**src/rtl/sad_block_engine.sv**
```systemverilog
// sad_block_engine -- streaming BLKxBLK sum of absolute differences over two
// single-port frame memories with 1-cycle read latency (rev 1.0).
`default_nettype none

module sad_block_engine #(
   parameter int H   = 320,
   parameter int V   = 240,
   parameter int BLK = 8,
   parameter int N   = 12,
   parameter int S   = 10,
   parameter int AW  = 17
) (
   input  logic          clk,
   input  logic          rst,
   input  logic          req_valid,
   output logic          req_ready,
   input  logic [S-1:0]  req_px,
   input  logic [S-1:0]  req_py,
   input  logic [S-1:0]  req_nx,
   input  logic [S-1:0]  req_ny,
   output logic          cur_rd_en,
   output logic [AW-1:0] cur_addr,
   input  logic [N-1:0]  cur_data,
   output logic          nxt_rd_en,
   output logic [AW-1:0] nxt_addr,
   input  logic [N-1:0]  nxt_data,
   output logic          out_valid,
   input  logic          out_ready,
   output logic [N+5:0]  out_sad
);

   localparam int PAD  = BLK / 2;
   localparam int NPIX = BLK * BLK;
   localparam int KW   = $clog2(NPIX);
   localparam int SW   = N + 6;
   localparam logic [KW-1:0] K_LAST = KW'(NPIX - 1);

   typedef enum logic [1:0] {
      IDLE  = 2'd0,
      ISSUE = 2'd1,
      DRAIN = 2'd2,
      DONE  = 2'd3
   } state_t;

   state_t state, state_next;

   logic [S-1:0]  px, py, nx, ny;
   logic [KW-1:0] k;
   logic [S-1:0]  sx, sy, cx, cy, ncx, ncy;
   logic          cur_in, nxt_in;
   logic          issue_d1, issue_d2;
   logic          cur_in_d1, cur_in_d2, nxt_in_d1, nxt_in_d2;
   logic [N-1:0]  pix_a, pix_b, abs_diff;
   logic [SW-1:0] acc;
   logic          accept;

   function automatic logic in_frame(input logic [S-1:0] x, input logic [S-1:0] y);
      return (x >= S'(PAD)) && (x <= S'(H + PAD - 1)) &&
             (y >= S'(PAD)) && (y <= S'(V + PAD - 1));
   endfunction

   function automatic logic [AW-1:0] frame_addr(input logic [S-1:0] x, input logic [S-1:0] y);
      logic [S-1:0] fx;
      logic [S-1:0] fy;
      fx = x - S'(PAD);
      fy = y - S'(PAD);
      return AW'(fx) + AW'(fy) * AW'(H);
   endfunction

   // Raster walk inside the block; coordinate sums wrap modulo 2^S.
   assign sx  = S'(k % KW'(BLK));
   assign sy  = S'(k / KW'(BLK));
   assign cx  = px + sx;
   assign cy  = py + sy;
   assign ncx = nx + sx;
   assign ncy = ny + sy;

   assign cur_in = in_frame(cx, cy);
   assign nxt_in = in_frame(ncx, ncy);

   assign accept    = (state == IDLE) && req_valid;
   assign req_ready = (state == IDLE);
   assign out_valid = (state == DONE);
   assign out_sad   = acc;

   // Padding pixels substitute all-ones in place of whatever the memory returned.
   assign pix_a    = cur_in_d2 ? cur_data : {N{1'b1}};
   assign pix_b    = nxt_in_d2 ? nxt_data : {N{1'b1}};
   assign abs_diff = (pix_a >= pix_b) ? (pix_a - pix_b) : (pix_b - pix_a);

   always_ff @(posedge clk) begin
      if (rst) begin
         state <= IDLE;
      end else begin
         state <= state_next;
      end
   end

   // DRAIN spans two cycles so the final read reaches the accumulator.
   always_comb begin
      state_next = state;
      case (state)
         IDLE:    if (req_valid)         state_next = ISSUE;
         ISSUE:   if (k == K_LAST)       state_next = DRAIN;
         DRAIN:   if (k == KW'(1))       state_next = DONE;
         DONE:    if (out_ready)         state_next = IDLE;
         default:                        state_next = IDLE;
      endcase
   end

   always_ff @(posedge clk) begin
      if (rst) begin
         px        <= '0;
         py        <= '0;
         nx        <= '0;
         ny        <= '0;
         k         <= '0;
         cur_rd_en <= 1'b0;
         cur_addr  <= '0;
         nxt_rd_en <= 1'b0;
         nxt_addr  <= '0;
         issue_d1  <= 1'b0;
         issue_d2  <= 1'b0;
         cur_in_d1 <= 1'b0;
         cur_in_d2 <= 1'b0;
         nxt_in_d1 <= 1'b0;
         nxt_in_d2 <= 1'b0;
         acc       <= '0;
      end else begin
         if (accept) begin
            px <= req_px;
            py <= req_py;
            nx <= req_nx;
            ny <= req_ny;
         end

         if (((state == ISSUE) && (k != K_LAST)) || (state == DRAIN)) begin
            k <= k + KW'(1);
         end else begin
            k <= '0;
         end

         cur_rd_en <= (state == ISSUE) && cur_in;
         cur_addr  <= ((state == ISSUE) && cur_in) ? frame_addr(cx, cy) : '0;
         nxt_rd_en <= (state == ISSUE) && nxt_in;
         nxt_addr  <= ((state == ISSUE) && nxt_in) ? frame_addr(ncx, ncy) : '0;

         // In-frame flags ride two stages to line up with returned data.
         issue_d1  <= (state == ISSUE);
         issue_d2  <= issue_d1;
         cur_in_d1 <= cur_in;
         cur_in_d2 <= cur_in_d1;
         nxt_in_d1 <= nxt_in;
         nxt_in_d2 <= nxt_in_d1;

         if (accept) begin
            acc <= '0;
         end else if (issue_d2) begin
            acc <= acc + SW'(abs_diff);
         end
      end
   end

endmodule

`default_nettype wire
```
**config.mk**
```make
export PLATFORM = sky130hd
export DESIGN_NAME = sad_block_engine
export DESIGN_NICKNAME = d
export VERILOG_FILES = /design/src/rtl/sad_block_engine.sv
export SDC_FILE = /design/constraint.sdc
export NUM_CORES = 1
export LEC_CHECK = 0
export BUFFER_PORTS_ARGS = -buffer_cell sky130_fd_sc_hd__buf_2
export CAP_MARGIN = 15
export CORE_ASPECT_RATIO = 1.75
export CORE_MARGIN = 2
export CORE_UTILIZATION = 45
export DETAILED_ROUTE_END_ITERATION = 10
export PLACE_DENSITY = 0.76
export REMOVE_ABC_BUFFERS = 1
export SLEW_MARGIN = 5
export SYNTH_ARGS = -nofsm -noshare
export SYNTH_HDL_FRONTEND = slang
export SYNTH_SLANG_ARGS = --single-unit
```
**constraint.sdc**
```tcl
create_clock -name clk -period 4.9 [get_ports clk]
set_input_delay 0.49 -clock clk [delete_from_list [all_inputs] [get_ports clk]]
set_output_delay 0.49 -clock clk [all_outputs]
set_load 0.03 [all_outputs]
```
==> results of run 1 <==
## path summary, 6_finish.rpt
| path | from | end | slack (ps) | cells after the start |
|---|---|---|---|---|
| setup / recovery | py[1] | cur_addr[16] | 230 | 16 |
| hold / removal | req_px[6] | px[6] | 350 | 3 |
| setup reg to reg | py[1] | cur_addr[16] | 230 | 16 |
| hold reg to reg | issue_d1 | issue_d2 | 440 | 1 |
## Yosys cell counts (all sizes together) (3+ instances only)
| master | number | area [sq um] |
|---|---|---|
| mux2i | 15 | 150 |
| inv | 70 | 263 |
| xor2 | 31 | 272 |
| a2111oi | 7 | 86.3 |
| o21bai | 11 | 82.6 |
| nand4 | 14 | 87.6 |
| nor4 | 9 | 56.3 |
| nor2 | 68 | 255 |
| nand2 | 118 | 443 |
| a21boi | 4 | 30.0 |
| or3 | 8 | 50.1 |
| xnor2 | 70 | 621 |
| nand3 | 25 | 125 |
| o21a | 12 | 90.1 |
| o31ai | 9 | 67.6 |
| nand3b | 4 | 30.0 |
| and2 | 7 | 43.8 |
| o311ai | 5 | 43.8 |
| or4 | 3 | 26.3 |
| clkbuf | 24 | 93.8 |
| and3 | 17 | 106 |
| a21o | 22 | 165 |
| nor3b | 9 | 67.6 |
| a211oi | 13 | 108 |
| ha | 98 | 1230 |
| or2 | 7 | 43.8 |
| a31oi | 9 | 56.3 |
| o31a | 4 | 35.0 |
| a21oi | 90 | 454 |
| nor3 | 33 | 170 |
| nor2b | 33 | 206 |
| o211ai | 5 | 37.5 |
| a211o | 3 | 26.3 |
| fa | 11 | 220 |
| buf | 13 | 56.3 |
| a31o | 3 | 26.3 |
| nand2b | 18 | 113 |
| o21ai | 31 | 155 |
| dfxtp | 108 | 2160 |
## kinds of logic after synthesis
kind of cell	count (synthesis)	share of synthesized area, %
AOI/OAI and AO/OA	252	19.4
xor gates and xnor gates	103	10.8
buffers and inverters	107	4.75
DFF	108	24.8
muxes	15	1.73
adders and majority gates	109	16.6
and+or+nand+nor	382	21.9
## stage by stage
step / hold WS [ps] / instance area [sq um]
2_1_floorplan: 414 / 8550
5_1_grt: 345 / 10100
6_report: 348 / 10200
4_1_cts: 337 / 10000
3_3_place_gp: 431 / 9690
3_5_place_dp: 428 / 9690
## what timing repair did
item | CTS | global route
resized for setup | 3 | 29
pin swaps | 0 | 2
setup buffers | 0 | 2
setup endpoints to repair | 4 | 8
## per-layer routing
layer,track usage (%),vias to the layer above,share of wire [%]
met4,10.4,0,4.0
met1,22.2,3767,37
met2,43.1,178,56
met5,0,-,0
li1,-,4041,-
met3,2.85,61,3.0
## cell usage in the layout (no fill, tap or decap), drive strengths merged, types with 5 or more instances in the layout
master / Yosys / layout
a211oi: 13 / 13
and3: 17 / 17
o311ai: 5 / 5
o21a: 12 / 12
a21oi: 90 / 90
fa: 11 / 11
inv: 70 / 73
or2: 7 / 7
nand4: 14 / 14
o21bai: 11 / 11
nand2: 118 / 118
buf: 13 / 154
clkbuf: 24 / 9
nor2b: 33 / 33
nor3b: 9 / 9
mux2i: 15 / 15
nor3: 33 / 33
dfxtp: 108 / 108
and2: 7 / 7
o21ai: 31 / 31
nand2b: 18 / 18
a31oi: 9 / 9
a21o: 22 / 22
nor2: 68 / 68
nor4: 9 / 9
xor2: 31 / 31
nand3: 25 / 25
o211ai: 5 / 5
o31ai: 9 / 9
a2111oi: 7 / 7
xnor2: 70 / 70
ha: 98 / 98
or3: 8 / 8
## power by group through the flow
stage	Sequential [W]	Clock [W]	Combinational (W)
final	0.00113	0.000738	0.00430
after global routing	0.00115	0.000798	0.00483
after CTS	0.00113	0.000766	0.00418
after detailed placement	0.00115	0	0.00415
after global placement	0.00115	0	0.00407
after floorplan	0.00121	0	0.00315
## cell type report
class                      instances  area, sq um
fill                            1811         8880
multi-input combinational        861         6270
sequential                       108         2170
timing repair buffer             154          848
tap                              241          302
inverter                          70          263
clock buffer                       9          225
clock inverter                     7         71.3
antenna                            2         5.00
## worst min-delay path, cell delays in order
cell     delay [ps]
buf_2            90
nand2_1          40
a21oi_1          50
## state kept, by name, summed over array words and instances, names as in the netlist, 2 cells and up
register	flops
ny	10
state	2
out_sad	18
px	10
nxt_addr	17
k	6
py	10
cur_addr	17
nx	10
==> flow_summary.toml, run 1 <==
[status]
status = "finished, final reports clean"

[pwr]
ir_worst_vdd_mv = 0.564
p_leak_nw = 4.55
sw_frac_of_total_pct = 47.1
switchingPower_w = 0.00291
p_int_w = 0.00327
power_density_nw_per_um2 = 608
p_seq_share_pct = 18.4
combPwrFrac_pct = 69.7
clock_power_share_pct = 12.0
total_power_w = 0.00618

[sta]
hold_viol = 0
finalSetupViolations = 0
fmax_mhz = 214
rsz0062_at_grt = "yes"
worst-slew-pin-transition_ps = 1010
fin_tns_setup_ps = 0
relSlewSlack_pct = 32.4
period_share_pct = 95.4
layout_setup_ws_ps = 228
drv_slew = 0
finalCriticalPeriod_ps = 4670
fin_skew_ps = 10.7

[critical_path]
critPathArrivalTime_ps = 4950
cp_top_family = "compound AO/OA/AOI/OAI gates"
critical_path_buf_inv_count = 0
worst_setup_path_start_kind = "register"
crit_path_end_kind = "register"
cp_max_fo = 5
max_stage_delay_ps = 490
worstSetupPathType = "register to register"
crit_path_frequent_cell = "ha_1"
cp.required_ps = 5180
crit_chain = "ha_1, a211o_1, and3_1, or2_2, ha_1, nor2b_1, o31a_1, o32ai_1, xor2_1, ha_1, ha_1, a21oi_1, xor2_1, or4_4, a211o_1, a211oi_2"
cpMaxStageDelayCell = "or4_4"

[place]
hpwl_um = 17600
dp_cells = 1432
numPortBuffers = 123
pre_cts_slack_ps = -201
gp_congestion = 0.906

[floorplan]
fp.dieW_um = 109
initial_core_util_pct = 45.7
rows = 67
die_y_um = 188
ios = 124
dieArea_sq_um = 20500
core_area_sq_um = 19000

[grt]
track_usage_pct = 22.1
grt_pass1_vias = 7904
grt_start_max_net_pins = 42
grt_pass1_wl_um = 36400
antenna_found_initial = 2
grt_overflow = 0

[drt]
ant_nets = 0
remaining_drc_errors = 0
wl_per_cell_um = 15.5
vias = 8047
drt-initial-drc-count = 262
drtPass1Iterations = 5
totalWireLength_um = 22500
drt-vias-per-instance = 5.54

[clock_network]
cts_tree = "done"
htreeDepth = 3
clock_sinks = 108
cts_hold_buf = 0
ctsLongestPathBuffers = 2
root_buffer = "clkbuf_16"
clock_latency_ps = 370
cts_buffers = 9
path_clk_slew_ps = 80

[yosys]
seq_area_frac_synth_pct = 24.8
synth.avg_cell_area_sq_um = 8.09
ys_types = 76
async_flop_share_pct = 0
postSynthCellCount = 1076
synthesis.area_sq_um = 8700
ys_seq_elements = 108
ys.flop_type = "dfxtp_1"
synth-edff-count = 0
yosysWarningCount = 0

[finish]
drive_gt1_share_pct = 17.9
final_core_utilization_pct = 53.3
fin_nets = 1381
area_growth_pct = 16.7
fin_cells = 1452

[worst_hold_path]
hold_path_class = "primary input to register"

[run]
cap_violations = 0
Power figures use the tool's default switching activity.
==> inputs of run 2 (changes only) <==
--- a/config.mk
+++ b/config.mk
@@ -8,7 +8,7 @@
 export BUFFER_PORTS_ARGS = -buffer_cell sky130_fd_sc_hd__buf_2
 export CAP_MARGIN = 15
 export CORE_ASPECT_RATIO = 1.75
-export CORE_MARGIN = 2
+export CORE_MARGIN = 8
 export CORE_UTILIZATION = 45
 export DETAILED_ROUTE_END_ITERATION = 10
 export PLACE_DENSITY = 0.76
==> flow_summary.toml, run 2 (synthesized netlist as in run 1, its figures left out) <==
[finish]
drive_gt1_share_pct = 18.6
antenna_cells = 0
mostFrequentLayoutCells = "123 x buf_2, 118 x nand2_1, 104 x dfxtp_1"
largest_reg_flops = 18
area_growth_pct = 17.1
fin_nets = 1385
final_cell_area_sq_um = 10200
fillers = 1823
final_common_cell = "buf_2"
final_core_utilization_pct = 53.5

[clock_network]
cts_hold_buf = 0
clock_sinks = 108
cts_tree = "done"
path_clk_slew_ps = 80
htreeDepth = 3
clock_latency_ps = 370
cts_buffers = 9
root_buffer = "clkbuf_16"
ctsLongestPathBuffers = 2

[critical_path]
crit_path_end_kind = "register"
crit_path_frequent_cell = "ha_1"
worst_setup_path_start_kind = "register"
ff2ff_path_depth = 18
rrSetupSlack_ps = 210
r2r_end = "nxt_addr[16]"
cp_max_fo = 6
cp_top_family = "simple AND/OR/NAND/NOR gates"
critPathArrivalTime_ps = 4930
max_stage_delay_ps = 610
path_depth = 18
r2r-start = "k[3]"
cpMaxStageDelayCell = "or4b_2"
critical_path_buf_inv_count = 1
cp.required_ps = 5140
crit_chain = "ha_1, inv_1, fa_1, and2b_2, o21ai_0, or4_1, nand3_1, nand2_1, xor2_2, ha_1, ha_1, o21a_1, o31a_1, or4b_2, o311ai_1, nand3_1, xnor3_1, nor2_1"
worstSetupPathType = "register to register"

[grt]
grt_pass1_vias = 8287
grt_overflow = 0
track_usage_pct = 19.5
grt_pass1_wl_um = 38600
antenna_found_initial = 0
grt_start_max_net_pins = 53

[floorplan]
core_area_sq_um = 19000
die_y_um = 200
ios = 124
fp.dieW_um = 121
initial_core_util_pct = 45.7
rows = 67
dieArea_sq_um = 24200

[worst_hold_path]
min_from = "req_px[7]"
hold_path_class = "primary input to register"
hold_path_end = "px[7]"
hold_depth = 3

[drt]
wl_per_cell_um = 16.2
remaining_drc_errors = 0
ant_nets = 0
drtPass1Iterations = 4
totalWireLength_um = 23600
drt-initial-drc-count = 272
vias = 8071
drt-vias-per-instance = 5.55

[place]
hpwl_um = 18700
numPortBuffers = 123
gp_congestion = 0.914
postPlaceCellArea_sq_um = 9710

[pwr]
ir_worst_vdd_mv = 0.518
p_leak_nw = 4.57
combPwrFrac_pct = 69.4
switchingPower_w = 0.00291
sw_frac_of_total_pct = 47.1
p_int_w = 0.00327
power_density_nw_per_um2 = 607
p_seq_share_pct = 18.4
clock_power_share_pct = 12.2

[sta]
finalSetupViolations = 0
holdWs_ps = 351
hold_viol = 0
drv_slew = 0
finalCriticalPeriod_ps = 4690
fin_skew_ps = 7.03
period_share_pct = 95.7
relSlewSlack_pct = 30.3
rsz0062_at_grt = "yes"
worst-slew-pin-transition_ps = 1040
fmax_mhz = 213

[run]
cap_violations = 0

[status]
status = "finished, final reports clean"
## run 2: changes by cell type in the layout (fill, tap and decap cells not counted), moves of 2 or more
cell	change
buf_4	+4
ha_2	+3
o311ai_1	+3
dfxtp_2	+2
diode_2	-2
ha_1	-2
o311ai_2	-2
xor2_1	-2
xor2_2	+2
## run 2: stage by stage
step	std cells	setup slack (ps)	total power (W)	TNS, ps
6_report	1454	211	0.00618	0
3_3_place_gp	1434	55.9	0.00524	0
3_5_place_dp	1434	-27.4	0.00531	-50.6
4_1_cts	1450	3.25	0.00610	0
2_1_floorplan	1039	194	0.00436	0
5_1_grt	1454	-22.3	0.00675	-22.3
## run 2: per-layer routing
| layer | part of all wire [%] | track usage [%] |
|---|---|---|
| met1 | 36 | 18.8 |
| met5 | 0 | 0 |
| met4 | 4.4 | 10.9 |
| met3 | 3.7 | 2.93 |
| met2 | 56 | 38.3 |
## run 2: final cells by class
type | instances | area (sq um) | area share, %
multi-input cells | 861 | 6270 | 61.6
flip-flops and latches | 108 | 2170 | 21.3
repair buffers | 158 | 878 | 8.62
well taps | 241 | 302 | 2.96
inverters | 70 | 263 | 2.58
clock buffers | 10 | 239 | 2.35
clock inverters | 6 | 62.6 | 0.614
## run 2: repair_timing
item                       CTS  global route
pin swaps                    0             6
gates cloned                 0             0
gates resized for setup      2            35
setup endpoints to repair    3             9
buffers inserted             0             4
## run 2: worst max-delay path by stage
stage	to	from
after floorplan	cur_addr[16]	k[1]
after global placement	nxt_addr[16]	k[3]
after detailed placement	out_sad[17]	cur_data[0]
after CTS	nxt_addr[16]	k[1]
after global routing	nxt_addr[16]	k[3]
final	nxt_addr[16]	k[3]
## run 2: power by group through the flow
stage / clock, W / sequential (W) / combinational [W]
final: 0.000753 / 0.00114 / 0.00429
after global routing: 0.000813 / 0.00116 / 0.00478
after CTS: 0.000778 / 0.00114 / 0.00419
after detailed placement: 0 / 0.00116 / 0.00415
after global placement: 0 / 0.00115 / 0.00409
after floorplan: 0 / 0.00121 / 0.00315
## run 2: worst min-delay path, cell delays in order
cell     delay (ps)
buf_2            90
nand2_1          40
a21oi_1          50
==> inputs of run 3 (changes only) <==
--- a/config.mk
+++ b/config.mk
@@ -8,10 +8,11 @@
 export BUFFER_PORTS_ARGS = -buffer_cell sky130_fd_sc_hd__buf_2
 export CAP_MARGIN = 15
 export CORE_ASPECT_RATIO = 1.75
-export CORE_MARGIN = 8
+export CORE_MARGIN = 4
 export CORE_UTILIZATION = 45
 export DETAILED_ROUTE_END_ITERATION = 10
 export PLACE_DENSITY = 0.76
+export RECOVER_POWER = 50
 export REMOVE_ABC_BUFFERS = 1
 export SLEW_MARGIN = 5
 export SYNTH_ARGS = -nofsm -noshare
==> flow_summary.toml, run 3 (synthesized netlist as in run 1, its figures left out) <==
[clock_network]
cts_buffers = 9
clock_sinks = 108
cts_hold_buf = 0
root_buffer = "clkbuf_16"
htreeDepth = 3
cts_tree = "done"
path_clk_slew_ps = 80
ctsLongestPathBuffers = 2
clock_latency_ps = 370

[critical_path]
worst_setup_path_start_kind = "register"
ff2ff_path_depth = 16
r2r-start = "k[5]"
max_stage_delay_ps = 500
cp.required_ps = 5170
crit_path_frequent_cell = "ha_1"
cpMaxStageDelayCell = "or4_4"
cp_max_fo = 5
crit_chain = "ha_1, or2_1, and3_1, or2_2, ha_1, nor2b_1, o31a_1, o32ai_1, xor2_1, ha_1, ha_1, a21oi_1, xor2_1, or4_4, a211o_1, a211oi_2"
worstSetupPathType = "register to register"
rrSetupSlack_ps = 210
cp_top_family = "simple AND/OR/NAND/NOR gates"
critPathArrivalTime_ps = 4960
crit_path_end_kind = "register"
critical_path_buf_inv_count = 0
r2r_end = "cur_addr[16]"

[drt]
vias = 8061
remaining_drc_errors = 0
drt-initial-drc-count = 267
drt-vias-per-instance = 5.57
drtPass1Iterations = 4
wl_per_cell_um = 15.4
totalWireLength_um = 22300
ant_nets = 0

[place]
hpwl_um = 17500
gp_congestion = 0.900
dp_cells = 1430
numPortBuffers = 123

[finish]
area_growth_pct = 15.9
antenna_cells = 0
drive_gt1_share_pct = 12.8
fin_cells = 1447
fillers = 1845
fin_nets = 1378
final_common_cell = "nand2_1"
largest_reg_flops = 18
mostFrequentLayoutCells = "118 x nand2_1, 105 x dfxtp_1, 96 x ha_1"

[floorplan]
die_y_um = 192
dieArea_sq_um = 21700
core_area_sq_um = 19100
rows = 67
ios = 124
initial_core_util_pct = 45.5
fp.dieW_um = 113

[sta]
worst-slew-pin-transition_ps = 2040
finalCriticalPeriod_ps = 4690
hold_viol = 0
holdWs_ps = 352
period_share_pct = 95.7
drv_slew = 81
fin_tns_setup_ps = 0
relSlewSlack_pct = -35.8
fin_skew_ps = 12.5
fmax_mhz = 213
finalSetupViolations = 0

[grt]
antenna_found_initial = 0
grt_pass1_vias = 7978
grt_start_max_net_pins = 44
track_usage_pct = 20.4
grt_overflow = 0
grt_pass1_wl_um = 36200

[run]
cap_violations = 2

[worst_hold_path]
hold_path_class = "primary input to register"
hold_depth = 3
min_from = "req_px[6]"
hold_path_end = "px[6]"

[pwr]
p_leak_nw = 4.30
total_power_w = 0.00618
ir_worst_vdd_mv = 0.437
power_density_nw_per_um2 = 613

[status]
violations = "max-capacitance violations, max-slew violations"
status = "finished, violations left"
[run 3: changes by cell type in the layout (fill, tap and decap cells not counted), moves of 2 or more]
cell      change
dfxtp_2       -2
ha_2          -3
buf_2        -56
ha_1          +3
buf_4         -9
xnor2_1       +2
clkbuf_1     +58
xnor2_2       -2
[run 3: cell type report]
type                            instances  area, sq um  share of cell area [%]
Clock buffer                            9          225                    2.23
Clock inverter                          7          103                    1.02
Inverter                               70          263                    2.61
Multi-Input combinational cell        861         6270                    62.2
Sequential cell                       108         2170                    21.5
Tap cell                              241          302                    2.99
Timing Repair Buffer                  151          748                    7.42
[run 3: stage by stage]
step	utilization, %	instance area (sq um)	worst slack (ps)
2_1_floorplan	-	8550	194
3_3_place_gp	50.6	9680	97.1
3_5_place_dp	50.6	9680	51.5
4_1_cts	52.3	10000	5.68
5_1_grt	52.7	10100	-18.4
6_report	52.7	10100	210
[run 3: worst reg2reg max path, cell delays in order (launching register included)]
cell and delay, ps:
dfxtp_1 420, ha_1 320, or2_1 280, and3_1 200, or2_2 330, ha_1 270, nor2b_1 150, o31a_1 110
o32ai_1 300, xor2_1 300, ha_1 280, ha_1 340, a21oi_1 170, xor2_1 130, or4_4 500, a211o_1 290
a211oi_2 200
[run 3: where the power goes]
part	internal [W]	switching, W	leakage (nW)	total (W)
Clock	0.000417	0.000392	0.160	0.000809
Sequential	0.00100	0.000137	0.880	0.00114
Combinational	0.00186	0.00237	3.26	0.00422
[run 3: timing repair]
item                                    in CTS  in global routing
endpoints found under the setup margin       0                  9
resized for setup                            0                 32
hold endpoints to repair                     0                  0
buffers inserted                             0                  1
[run 3: how the worst max path moves through the flow]
stage                     start           end  slack (ps)  cells past startpoint
floorplan                  k[1]  cur_addr[16]         190                     19
global placement    cur_data[2]   out_sad[17]         100                     18
detailed placement  cur_data[2]   out_sad[15]          50                     18
CTS                   cur_in_d2   out_sad[15]           6                     18
global route               k[3]  cur_addr[16]         -20                     17
finish                     k[5]  cur_addr[16]         210                     16
[run 3: metal layers]
layer / track usage [%] / up-vias / share of wire (%)
met2: 41.0 / 162 / 56
li1: - / 4030 / -
met4: 10.8 / 0 / 4.3
met5: 0 / - / 0
met1: 19.7 / 3807 / 37
met3: 2.24 / 62 / 3.1
